==> config.mk <==
export PLATFORM = sky130hd
export DESIGN_NAME = fifo_uart_tx
export DESIGN_NICKNAME = d
export VERILOG_FILES = /design/src/rtl/cpc_uart_pkg.sv /design/src/rtl/uart_baud_tick.sv /design/src/rtl/fifo_uart_tx.sv
export SDC_FILE = /design/constraint.sdc
export NUM_CORES = 1
export LEC_CHECK = 0
export BUFFER_PORTS_ARGS = -buffer_cell sky130_fd_sc_hd__buf_2
export CAP_MARGIN = 10
export CORE_MARGIN = 5
export CORE_UTILIZATION = 47
export CTS_CLUSTER_SIZE = 30
export DETAILED_ROUTE_END_ITERATION = 10
export HOLD_SLACK_MARGIN = 0.03
export PLACE_DENSITY = 0.66
export SLEW_MARGIN = 20
export SYNTH_ARGS = -nofsm -noshare
export SYNTH_HDL_FRONTEND = slang
export SYNTH_HIERARCHICAL = 1
export SYNTH_SLANG_ARGS = --single-unit
==> constraint.sdc <==
create_clock -name clk -period 2.8 [get_ports clk]
set_clock_uncertainty 0.15 [all_clocks]
set_input_delay 0.56 -clock clk [delete_from_list [all_inputs] [get_ports clk]]
set_output_delay 0.56 -clock clk [all_outputs]
set_load 0.01 [all_outputs]
==> src/rtl/cpc_uart_pkg.sv <==
// Shared types and constants for the CPC serial transmit path.
package cpc_uart_pkg;

    typedef enum logic [2:0] {
        IDLE,
        START,
        DATA,
        PAR,
        STOP
    } tx_state_t;

    localparam int PAR_NONE = 0;
    localparam int PAR_EVEN = 1;
    localparam int PAR_ODD  = 2;

    // Sized for the largest legal divider so one counter width serves every build.
    localparam int CLK_DIV_MAX = 65535;
    localparam int BAUD_W      = $clog2(CLK_DIV_MAX + 1);

endpackage

==> src/rtl/uart_baud_tick.sv <==
// Bit-period timer: counts CLK_DIV clocks and flags the last clock of each bit.
module uart_baud_tick
    import cpc_uart_pkg::*;
#(
    parameter int CLK_DIV = 16
) (
    input  logic clk,
    input  logic clear,
    output logic bit_tick
);

    localparam logic [BAUD_W-1:0] LAST = BAUD_W'(CLK_DIV - 1);

    logic [BAUD_W-1:0] count;

    always_ff @(posedge clk) begin
        if (clear) begin
            count <= '0;
        end else if (count == LAST) begin
            count <= '0;
        end else begin
            count <= count + BAUD_W'(1);
        end
    end

    assign bit_tick = (count == LAST);

endmodule

==> src/rtl/fifo_uart_tx.sv <==
// Drains the byte fifo and serialises each byte as an async frame on txd.
module fifo_uart_tx
    import cpc_uart_pkg::*;
#(
    parameter int CLK_DIV   = 16,
    parameter int DATA_BITS = 8,
    parameter int PARITY    = 0,
    parameter int STOP_BITS = 1
) (
    input  logic       clk,
    input  logic       reset,
    input  logic       enable,
    input  logic [7:0] fifo_q,
    input  logic       fifo_empty,
    output logic       fifo_read,
    output logic       txd,
    output logic       busy,
    output logic       byte_done
);

    localparam logic [2:0] LAST_DATA = 3'(DATA_BITS - 1);
    localparam logic [2:0] LAST_STOP = 3'(STOP_BITS - 1);

    tx_state_t  state, state_next;
    logic [7:0] shift, shift_next;
    logic [2:0] bit_cnt, bit_cnt_next;
    logic       parity_bit, parity_next;
    logic       txd_next, read_next, busy_next, done_next;
    logic       bit_tick;
    logic       launch;

    assign launch = (state == IDLE) && enable && !fifo_empty;

    // The bit timer restarts on launch so the start bit gets a full period.
    uart_baud_tick #(
        .CLK_DIV(CLK_DIV)
    ) u_baud (
        .clk     (clk),
        .clear   (reset | launch),
        .bit_tick(bit_tick)
    );

    always_ff @(posedge clk) begin
        if (reset) begin
            state      <= IDLE;
            shift      <= '0;
            bit_cnt    <= '0;
            parity_bit <= 1'b0;
            txd        <= 1'b1;
            fifo_read  <= 1'b0;
            busy       <= 1'b0;
            byte_done  <= 1'b0;
        end else begin
            state      <= state_next;
            shift      <= shift_next;
            bit_cnt    <= bit_cnt_next;
            parity_bit <= parity_next;
            txd        <= txd_next;
            fifo_read  <= read_next;
            busy       <= busy_next;
            byte_done  <= done_next;
        end
    end

    always_comb begin
        state_next = state;
        case (state)
            IDLE:    if (launch) state_next = START;
            START:   if (bit_tick) state_next = DATA;
            DATA: begin
                if (bit_tick && bit_cnt == LAST_DATA) begin
                    state_next = (PARITY != PAR_NONE) ? PAR : STOP;
                end
            end
            PAR:     if (bit_tick) state_next = STOP;
            STOP:    if (bit_tick && bit_cnt == LAST_STOP) state_next = IDLE;
            default: state_next = IDLE;
        endcase
    end

    // Registered outputs: compute the level each output takes after this edge.
    always_comb begin
        shift_next   = shift;
        bit_cnt_next = bit_cnt;
        parity_next  = parity_bit;
        txd_next     = txd;
        read_next    = 1'b0;
        busy_next    = busy;
        done_next    = 1'b0;
        case (state)
            IDLE: begin
                if (launch) begin
                    shift_next   = fifo_q;
                    parity_next  = (^fifo_q[DATA_BITS-1:0]) ^ (PARITY == PAR_ODD);
                    bit_cnt_next = '0;
                    read_next    = 1'b1;
                    txd_next     = 1'b0;
                    busy_next    = 1'b1;
                end
            end
            START: begin
                if (bit_tick) txd_next = shift[0];
            end
            DATA: begin
                if (bit_tick) begin
                    if (bit_cnt == LAST_DATA) begin
                        bit_cnt_next = '0;
                        txd_next     = (PARITY != PAR_NONE) ? parity_bit : 1'b1;
                    end else begin
                        bit_cnt_next = bit_cnt + 3'd1;
                        shift_next   = shift >> 1;
                        txd_next     = shift[1];
                    end
                end
            end
            PAR: begin
                if (bit_tick) begin
                    bit_cnt_next = '0;
                    txd_next     = 1'b1;
                end
            end
            STOP: begin
                if (bit_tick) begin
                    if (bit_cnt == LAST_STOP) begin
                        txd_next  = 1'b1;
                        busy_next = 1'b0;
                        done_next = 1'b1;
                    end else begin
                        bit_cnt_next = bit_cnt + 3'd1;
                    end
                end
            end
            default: begin
                txd_next  = 1'b1;
                busy_next = 1'b0;
            end
        endcase
    end

endmodule

==> results of run 1 <==
[stage by stage]
step | setup WS, ns | utilization [%] | hold WS, ns
detailed placement | 0.434 | 52.1 | 0.320
floorplan | 0.737 | - | 0.291
global route | 0.147 | 53.9 | 0.354
finish | 0.396 | 53.9 | 0.333
global placement | 0.513 | 52.1 | 0.299
CTS | 0.401 | 53.9 | 0.335
[placed cells by master (no fill, tap or decap), drive strengths merged, types with 3 or more instances in the layout]
master	instances
nand2	6
inv	9
mux2i	10
dfxtp	34
nand4	6
nand2b	6
nor4	9
a21oi	5
nand3	7
a211oi	8
xor2	4
xnor2	11
buf	15
clkbuf	7
nor2	32
ha	4
o21ai	3
nor3	5
[cells by family after synthesis]
logic type | Yosys count | share of synthesized area [%]
AO/OA/AOI/OAI | 24 | 11.6
XOR/XNOR | 15 | 7.70
adder cells (fa/ha/maj) | 4 | 2.93
buffers and inverters | 17 | 5.42
flip-flops | 34 | 39.9
multiplexers | 11 | 6.53
AND/OR/NAND/NOR | 81 | 26.0
[area by class of cell]
cell class / count / area [µm²]
multi-input cells: 135 / 933
inverters: 9 / 33.8
repair buffers: 15 / 75.1
clock buffers: 7 / 55.1
fillers: 331 / 1580
well taps: 46 / 57.6
clock inverters: 1 / 5.00
flip-flops and latches: 34 / 681
[report_power, final]
| part | switching (mW) | total (mW) | leakage, nW | internal [mW] |
|---|---|---|---|---|
| logic | 0.0428 | 0.0762 | 0.325 | 0.0334 |
| clock network | 0.164 | 0.285 | 0.0353 | 0.122 |
| registers | 0.0123 | 0.511 | 0.276 | 0.499 |
[worst max-delay path, stage by stage (launching register included)]
cell and delay (ns):
sky130_fd_sc_hd__dfxtp_1 0.40, sky130_fd_sc_hd__ha_1 0.24, sky130_fd_sc_hd__and3_4 0.21, sky130_fd_sc_hd__and4_4 0.24, sky130_fd_sc_hd__nand2_1 0.14, sky130_fd_sc_hd__a221oi_4 0.63
sky130_fd_sc_hd__nor2_1 0.12, sky130_fd_sc_hd__a211oi_2 0.21
[registers in the layout, indices dropped and copies added, names as in the netlist]
signal	cells
u_baud/count	16
txd	1
shift	8
bit_cnt	3
fifo_read	1
state	3
byte_done	1
busy	1
[final timing paths]
| check | start | endpoint | slack [ns] | cells past startpoint |
|---|---|---|---|---|
| max | u_baud/count[0] | shift[6] | 0.40 | 7 |
| min | busy | busy | 0.33 | 2 |
| max reg2reg | u_baud/count[0] | shift[6] | 0.40 | 7 |
| min reg2reg | busy | busy | 0.33 | 2 |
[routing by layer]
| metal | vias up | GRT usage (%) | wire length (µm) |
|---|---|---|---|
| met5 | - | 0 | 0 |
| met3 | 9 | 3.73 | 131 |
| met4 | 0 | 7.45 | 83 |
| met2 | 31 | 21.6 | 1460 |
| met1 | 629 | 18.0 | 1560 |
| li1 | 687 | - | - |
==> impl.org, run 1 <==
** Floorplan
- The floorplan step defined a die boundary enclosing 0.00494 mm².
- Core outline area :: 0.00342 mm²
- For this configuration, the core starts out at a cell density of 50.0%.
- IO Count :: 16
- Chip width :: 70.3 µm
- Chip height :: 70.3 µm
- Site Rows :: 21

** Placement
- Placed insts :: 239
- After detailed placement, the total cell area comes to 0.00178 mm².
- Post-DP HPWL :: 2370 µm
- Input and output buffers added on the ports amount to 15.
- Routability-driven placement finished with a final weighted congestion of 0.822.

** Power
- The design draws 0.873 mW.
- Maximum ir drop on the vdd rail :: 302 µV
- In this run the static leakage power is 0.637 nW.
- Dividing total power by cell area gives a power density of 474 mW/mm².

** Global route
- Total global-route track usage :: 14.1%
- Number of global-route vias before repair :: 1312
- Entering global routing, the biggest net connects 21 pins.
- Wire length of the first global-routing pass :: 5710 µm
- The number of antenna violations at the first check in global routing is 0.
- Global-route congestion overflow total :: 0

** Timing
- Setup total negative slack on the finished layout was measured at 0 ns.
- Setup violations, final :: 0
- Slew headroom :: 57.0%
- For the pin with the worst max-slew slack, the measured transition is 0.644 ns.
- Maximum clock rate :: 416 MHz
- Setup repair after global routing left no endpoint under its margin.
- The final-report max-slew violation count is 0.
- Endpoints failing hold :: 0
- Min cycle time layout :: 2.40 ns
- The final critical path takes up 85.9% of the cycle.

** Synth
- Counting flops with an async set or reset pin after synthesis yields a share of 0%.
- Averaged over all synthesized cells, the footprint is 9.18 µm².
- After technology mapping, the gate count stands at 186.
- Counting distinct cell types in the post-synthesis netlist gives 39.
- In this run, synthesis inferred 0 flip-flops with an integrated enable.
- Post-synthesis cell type with the largest combined area :: sky130_fd_sc_hd__dfxtp_1
- The commonest cells after synthesis are sky130_fd_sc_hd__dfxtp_1, sky130_fd_sc_hd__nor2_1, sky130_fd_sc_hd__xnor2_1.
- Total nets after synthesis :: 202
- Number of synthesized register bits :: 34
- Yosys instantiated no cell more often than sky130_fd_sc_hd__dfxtp_1.
- Netlist area before placement :: 0.00171 mm²
- Synth area leaders :: sky130_fd_sc_hd__dfxtp_1, sky130_fd_sc_hd__nor2_1, sky130_fd_sc_hd__mux2i_1
- Yosys warning count :: 6
- The top cell type by area accounts for 39.9% of the synthesized area.
- Sequential share of the synthesized area :: 39.9%
- Among all flip-flop cells after synthesis, the most frequent one is sky130_fd_sc_hd__dfxtp_1.

** Route
- Final routed DRC violation total :: 0
- Post-DR wirelength/cell :: 13.1 µm
- Via/cell ratio :: 5.49
- Final ANT Viol Nets :: 0
- Vias :: 1356
- The final layout contains routed wiring with a total length of 3230 µm.
- Initial drt markers :: 58
- The first TritonRoute pass finished after 4 iterations.

** Worst setup path
- STA classifies the critical path startpoint as a register.
- Worst setup EP type :: register
- Data on the critical path arrives at its endpoint at 2.52 ns.
- Classification of the worst setup path :: register to register
- Along the worst path, the maximum fanout reaches 15.
- Data required time at the worst endpoint :: 2.91 ns

** Cells and area
- Number of diodes added for antenna fixing :: 0
- Compared with the post-synthesis result, the final layout area differs by 7.84%.
- Fraction of final layout cells with drive strength greater than 1 :: 15.9%
- In the final design database the tool counted 216 nets.
- Area of all placed cells without fillers :: 0.00184 mm²
- Non-filler cells, final :: 247

** CTS
- CTS placed an instance of sky130_fd_sc_hd__clkbuf_4 at the clock tree root.
- Clock tree from TritonCTS :: done
- Post-CTS sizing :: 0
- Clock-pin slew was measured on the worst setup and hold paths at 0.10 ns.
- Clock latency on the worst-skew pair :: 0.34 ns
- TritonCTS created 5 clock buffers.
- CTS Buffer Depth :: 2
- Hold repair after CTS inserted 0 buffers.
- Post-CTS timing repair inserted 0 buffers for setup.
- Clock sink count :: 34
- H-Tree Level Count :: 2

** Outcome
- The run finished with clean final reports.

** Run
- Max-capacitance violation count :: 0

** Min path
- Worst min path class :: register to register
Note: power is estimated with default switching activity, not from simulation.
==> inputs of run 2 (changes only) <==
CORE_MARGIN = 2   (was 5)
==> run 2 against run 1 <==
Largest cell class unchanged; register-to-register slack got worse by 0.07 ns; via count decreased by 2.5%; sequential share of layout area unchanged; maximum frequency decreased by 3.0%.
==> impl.org, run 2 (synthesized netlist as in run 1, its figures left out) <==
** Outcome
- The flow ran to the end, and the final reports show no timing, DRC or antenna violations.

** Global route
- Global-route congestion overflow total :: 0
- Number of antenna violations at the first check in global routing :: 0
- Entering global routing, the biggest net connects 21 pins.
- Wire length of the first global-routing pass :: 5800 µm
- Across every metal layer, demand over resource in global routing totals 18.2%.
- The via count of the first global-routing pass was 1304.

** Cells and area
- From synthesis to final layout, the design area changed by 7.84%.
- Number of diodes added for antenna fixing :: 0
- Highest-count cells in the layout ignoring fill and taps :: sky130_fd_sc_hd__dfxtp_1, sky130_fd_sc_hd__nor2_1, sky130_fd_sc_hd__buf_2
- More flip-flops sit in one register than any other, and that register is u_baud/count.
- Fraction of final layout cells with drive strength greater than 1 :: 15.9%
- The largest registers in the layout are u_baud/count: 16 flops, shift: 8 flops.
- The library cell used most frequently in the layout, excluding fill and tap cells, is sky130_fd_sc_hd__dfxtp_1.
- After the last flow step, the layout net total stands at 216.
- Max FFs per register :: 16

** Timing
- Transition time at the pin with the least slew margin :: 0.680 ns
- Hold timing on the final database bottoms out at a slack of 0.321 ns.
- Setup repair after global routing left no endpoint under its margin.
- Min cycle time layout :: 2.48 ns
- The final-report max-slew violation count was 0.
- Setup violations, final :: 0
- Measured against its own limit, the worst slew margin works out to 54.7%.
- Sum of negative setup slack :: 0 ns
- Maximum clock rate :: 404 MHz
- Endpoints failing hold :: 0
- Share of the clock period used by the worst path after layout :: 88.5%

** Min path
- The tightest min-delay check is of the register to register type.

** Route
- TritonRoute pass-1 iters :: 4
- Post-DR wirelength/cell :: 12.9 µm
- Dividing the detail-routed via count by the number of cells gives 5.35.
- Across all layers, the routed design uses 1322 vias.
- After the first detailed-routing iteration, the DRC count stood at 41.
- The final layout contains routed wiring with a total length of 3190 µm.
- Once detail routing completed, the nets flagged for antenna violations numbered 0.
- In the routed design, unresolved DRC markers number 0.

** Placement
- Post-DP HPWL :: 2360 µm
- Number of I/O port buffers :: 15
- Routability-driven placement congestion ratio :: 0.771

** Worst setup path
- Data required time at the worst endpoint :: 2.91 ns
- Peak fanout along the critical path :: 15
- By startpoint and endpoint, the worst setup path is classified as register to register.
- Worst setup EP type :: register
- At the worst endpoint, the arrival time is 2.59 ns.
- The worst setup path is launched from a register.

** Power
- In this run the static leakage power is 0.637 nW.
- P per Cell Area :: 474 mW/mm²
- Maximum ir drop on the vdd rail :: 386 µV

** Floorplan
- The floorplan step set the die height to 64.3 µm.
- 16 I/O pins were placed.
- The floorplan step defined a die boundary enclosing 0.00413 mm².
- Core outline area :: 0.00342 mm²
- In this run the horizontal extent of the chip is 64.3 µm.
- Site Rows :: 21
- Effective utilization at floorplan :: 50.0%

** CTS
- The cell sitting at the root of the clock tree is a sky130_fd_sc_hd__clkbuf_4.
- Clock-pin slew was measured on the worst setup and hold paths at 0.11 ns.
- Clock sink count :: 34
- After clock tree synthesis, the repair step resized 0 gates.
- Number of buffers inserted for hold repair after clock tree synthesis :: 0
- TritonCTS built the clock tree.
- At the later pin of the worst-skew pair, clock insertion delay measures 0.34 ns.
- H-Tree Level Count :: 2
- Number of buffers created by CTS :: 5
- Counting along the longest clock path gives a buffer depth of 2.
- Once the clock tree was built, the setup fixing pass inserted 0 buffers.

** Run
- Max-capacitance violation count :: 0
-- run 2: path summary, 6_finish.rpt --
check | startpoint | end | slack [ns] | cells after the start
setup / recovery | u_baud/count[0] | shift[6] | 0.32 | 7
hold / removal | busy | busy | 0.32 | 2
hold reg to reg | busy | busy | 0.32 | 2
setup reg to reg | u_baud/count[0] | shift[6] | 0.32 | 7
-- run 2: area by class of cell --
| type | count | area, µm² |
|---|---|---|
| clock buffer | 7 | 55.1 |
| inverter | 9 | 33.8 |
| clock inverter | 1 | 5.00 |
| multi-input combinational | 135 | 933 |
| timing repair buffer | 15 | 75.1 |
| tap | 46 | 57.6 |
| fill | 333 | 1580 |
| sequential | 34 | 681 |
-- run 2: layer usage --
| layer | GRT usage, % | routed length, µm |
|---|---|---|
| met5 | 0 | 0 |
| met4 | 7.98 | 64 |
| met3 | 5.81 | 124 |
| met2 | 28.5 | 1460 |
| met1 | 22.8 | 1540 |
-- run 2: power breakdown --
part	total, mW	leakage [nW]	internal, mW	switching, mW
clock	0.285	0.0353	0.122	0.164
combinational	0.0757	0.325	0.0334	0.0423
sequential	0.511	0.276	0.499	0.0124
-- run 2: through the flow --
| stage | instances | cell area, µm² | power [mW] | util (%) | worst slack (ns) |
|---|---|---|---|---|---|
| after floorplan | 186 | 1710 | 0.583 | - | 0.737 |
| after global placement | 239 | 1780 | 0.595 | 52.1 | 0.510 |
| after detailed placement | 239 | 1780 | 0.599 | 52.1 | 0.326 |
| after CTS | 247 | 1840 | 0.883 | 53.9 | 0.304 |
| after global routing | 247 | 1840 | 0.919 | 53.9 | 0.0976 |
| final | 247 | 1840 | 0.872 | 53.9 | 0.323 |
-- run 2: worst max-delay path: stages (launching register included) --
cell and delay, ns:
sky130_fd_sc_hd__dfxtp_1 0.42, sky130_fd_sc_hd__ha_1 0.26, sky130_fd_sc_hd__and3_4 0.21, sky130_fd_sc_hd__and4_4 0.25, sky130_fd_sc_hd__nand2_1 0.14, sky130_fd_sc_hd__a221oi_4 0.65
sky130_fd_sc_hd__nor2_1 0.12, sky130_fd_sc_hd__a211oi_2 0.21
==> inputs of run 3 (changes only) <==
BUFFER_PORTS_ARGS = -buffer_cell sky130_fd_sc_hd__clkbuf_2   (was -buffer_cell sky130_fd_sc_hd__buf_2)
==> run 3 against run 2 <==
Sequential power about the same; utilization unchanged; first-iteration DRC count up 39%.
==> impl.org, run 3 (synthesized netlist as in run 1, its figures left out) <==
** Min path
- Worst min path class :: register to register
- In this run the most critical hold path is launched from busy.
- Hold path depth :: 2
- Worst min-delay path endpoint :: busy

** Worst setup path
- Counting cells, the worst reg-to-reg path comes to 7.
- Classification of the worst setup path :: register to register
- Crit Reg-Reg Endpoint :: shift[6]
- CP top delay family :: compound AO/OA/AOI/OAI gates
- Data required time at the worst endpoint :: 2.91 ns
- Stages on worst setup path :: 7
- STA classifies the critical path endpoint as a register.
- Number of buffers and inverters on the critical path :: 0
- Data on the critical path arrives at its endpoint at 2.56 ns.
- Internal reg-to-reg setup slack :: 0.35 ns
- The startpoint identified for the worst register-to-register timing path is u_baud/count[0].
- The signal on the critical path passes through ha_1, and3_4, and4_4, nand2_1, a221oi_4, nor2_1, a211oi_2.
- Slowest-stage cell, CP :: sky130_fd_sc_hd__a221oi_4
- Along the worst path, the maximum fanout reaches 15.
- Maximum single-stage delay on the critical path :: 0.65 ns
- The worst setup path is launched from a register.

** CTS
- Clock slew at reported path FFs :: 0.10 ns
- No sink is reached through more buffers than the 2 on the longest clock path.
- H-Tree Level Count :: 2
- Clock tree synthesis inserted a total of 5 buffers.
- After clock tree synthesis, the flow added hold-fix buffers numbering 0.
- The tree is rooted in a sky130_fd_sc_hd__clkbuf_4.
- Clock tree from TritonCTS :: done
- Post-CTS sizing :: 0
- Clock sink count :: 34
- Post-CTS timing repair inserted 0 buffers for setup.
- The clock reaches the later pin of the worst-skew pair after 0.34 ns.

** Route
- Vias :: 1349
- Initial drt markers :: 57
- TritonRoute pass-1 iters :: 4
- Final routed DRC violation total :: 0
- WL final :: 3240 µm
- Post-DR wirelength/cell :: 13.1 µm
- Using the TritonRoute via totals, the vias-per-cell ratio works out to 5.46.
- In this run the remaining antenna-violating nets after routing total 0.

** Run
- Max-capacitance violation count :: 0

** Floorplan
- Core outline area :: 0.00342 mm²
- Effective utilization at floorplan :: 50.0%
- The floorplan step set the die width to 64.3 µm.
- From bottom edge to top edge, the die measures 64.3 µm.
- The floorplan step defined a die boundary enclosing 0.00413 mm².
- Row generation in the floorplan step produced 21 rows.
- IO Count :: 16

** Placement
- Post-detailed-placement cell area :: 0.00178 mm²
- Once detailed placement completed, the half-perimeter wirelength came to 2340 µm.
- Buffers placed on the I/O ports in this run total 15.
- Routability-driven placement finished with a final weighted congestion of 0.789.

** Cells and area
- The number of antenna diodes in the final layout is 0.
- The finished cells cover 0.00184 mm².
- Area growth from synthesis to layout :: 7.84%
- Largest Register :: u_baud/count
- Max FFs per register :: 16
- Fraction of final layout cells with drive strength greater than 1 :: 15.9%
- Highest-count cells in the layout ignoring fill and taps :: sky130_fd_sc_hd__dfxtp_1, sky130_fd_sc_hd__nor2_1, sky130_fd_sc_hd__clkbuf_2
- The largest registers in the layout are u_baud/count: 16 flops, shift: 8 flops.
- After the last flow step, the layout net total stands at 216.
- Leaving out fill and tap cells, the most frequent cell in the layout is sky130_fd_sc_hd__dfxtp_1.

** Global route
- The first global-routing pass estimated 5750 µm of wire.
- Largest net degree at the start of global routing :: 21
- Global-route congestion overflow total :: 0
- Number of antenna violations at the first check in global routing :: 0
- Total global-route track usage :: 18.1%
- The via count of the first global-routing pass was 1314.

** Timing
- The smallest clock period supported by the final layout is computed as 2.45 ns.
- Endpoints failing hold :: 0
- Setup repair after global routing left no endpoint under its margin.
- After layout, the worst path uses 87.4% of the clock period.
- Based on the critical path, the design can be clocked at up to 409 MHz.
- At the pin with the least slew margin, the transition time is 0.685 ns.
- Sum of negative setup slack :: 0 ns
- Setup violations remaining at the end of the flow were counted as 0.
- Slew headroom :: 54.3%
- Max-slew violations :: 0

** Power
- Pleak :: 0.638 nW
- For this design the ratio of total power to cell area is 472 mW/mm².
- IR analysis of the VDD net gives a maximum drop of 302 µV.

** Outcome
- The run finished with clean final reports.
run 3: where the power goes:
| group | internal (mW) | switching [mW] |
|---|---|---|
| Sequential | 0.499 | 0.0124 |
| Clock | 0.122 | 0.158 |
| Combinational | 0.0334 | 0.0437 |
| Total | 0.654 | 0.214 |
run 3: layout make-up:
| cell class | instances | area, µm² |
|---|---|---|
| clock inverter | 1 | 5.00 |
| multi-input combinational | 135 | 933 |
| tap | 46 | 57.6 |
| fill | 343 | 1580 |
| clock buffer | 7 | 55.1 |
| inverter | 9 | 33.8 |
| sequential | 34 | 681 |
| timing repair buffer | 15 | 75.1 |
run 3: how the worst max path moves through the flow:
| stage | startpoint | endpoint |
|---|---|---|
| 3_5_place_dp | u_baud/count[0] | shift[6] |
| 6_report | u_baud/count[0] | shift[6] |
| 5_1_grt | u_baud/count[0] | shift[5] |
| 3_3_place_gp | u_baud/count[0] | shift[4] |
| 4_1_cts | u_baud/count[0] | shift[6] |
| 2_1_floorplan | u_baud/count[0] | shift[0] |
run 3: per-layer routing:
layer	track usage (%)	vias up	part of all wire (%)
met4	8.51	0	1.8
met2	28.1	21	48
met1	22.1	637	46
li1	-	684	-
met5	0	-	0
met3	6.51	7	4.3
run 3: worst reg2reg max path, delay by kind of cell, from the launching register on:
family | cells | cell delay, ns
compound gates | 2 | 0.87
fa+ha+maj | 1 | 0.24
flops | 1 | 0.41
simple gates | 4 | 0.73
run 3: stage by stage:
step	utilization, %	hold slack (ns)	setup slack, ns	std cells	total power [mW]
2_1_floorplan	-	0.291	0.737	186	0.583
3_3_place_gp	52.1	0.302	0.506	239	0.595
3_5_place_dp	52.1	0.303	0.354	239	0.599
4_1_cts	53.9	0.318	0.332	247	0.884
5_1_grt	53.9	0.344	0.121	247	0.922
6_report	53.9	0.319	0.352	247	0.868
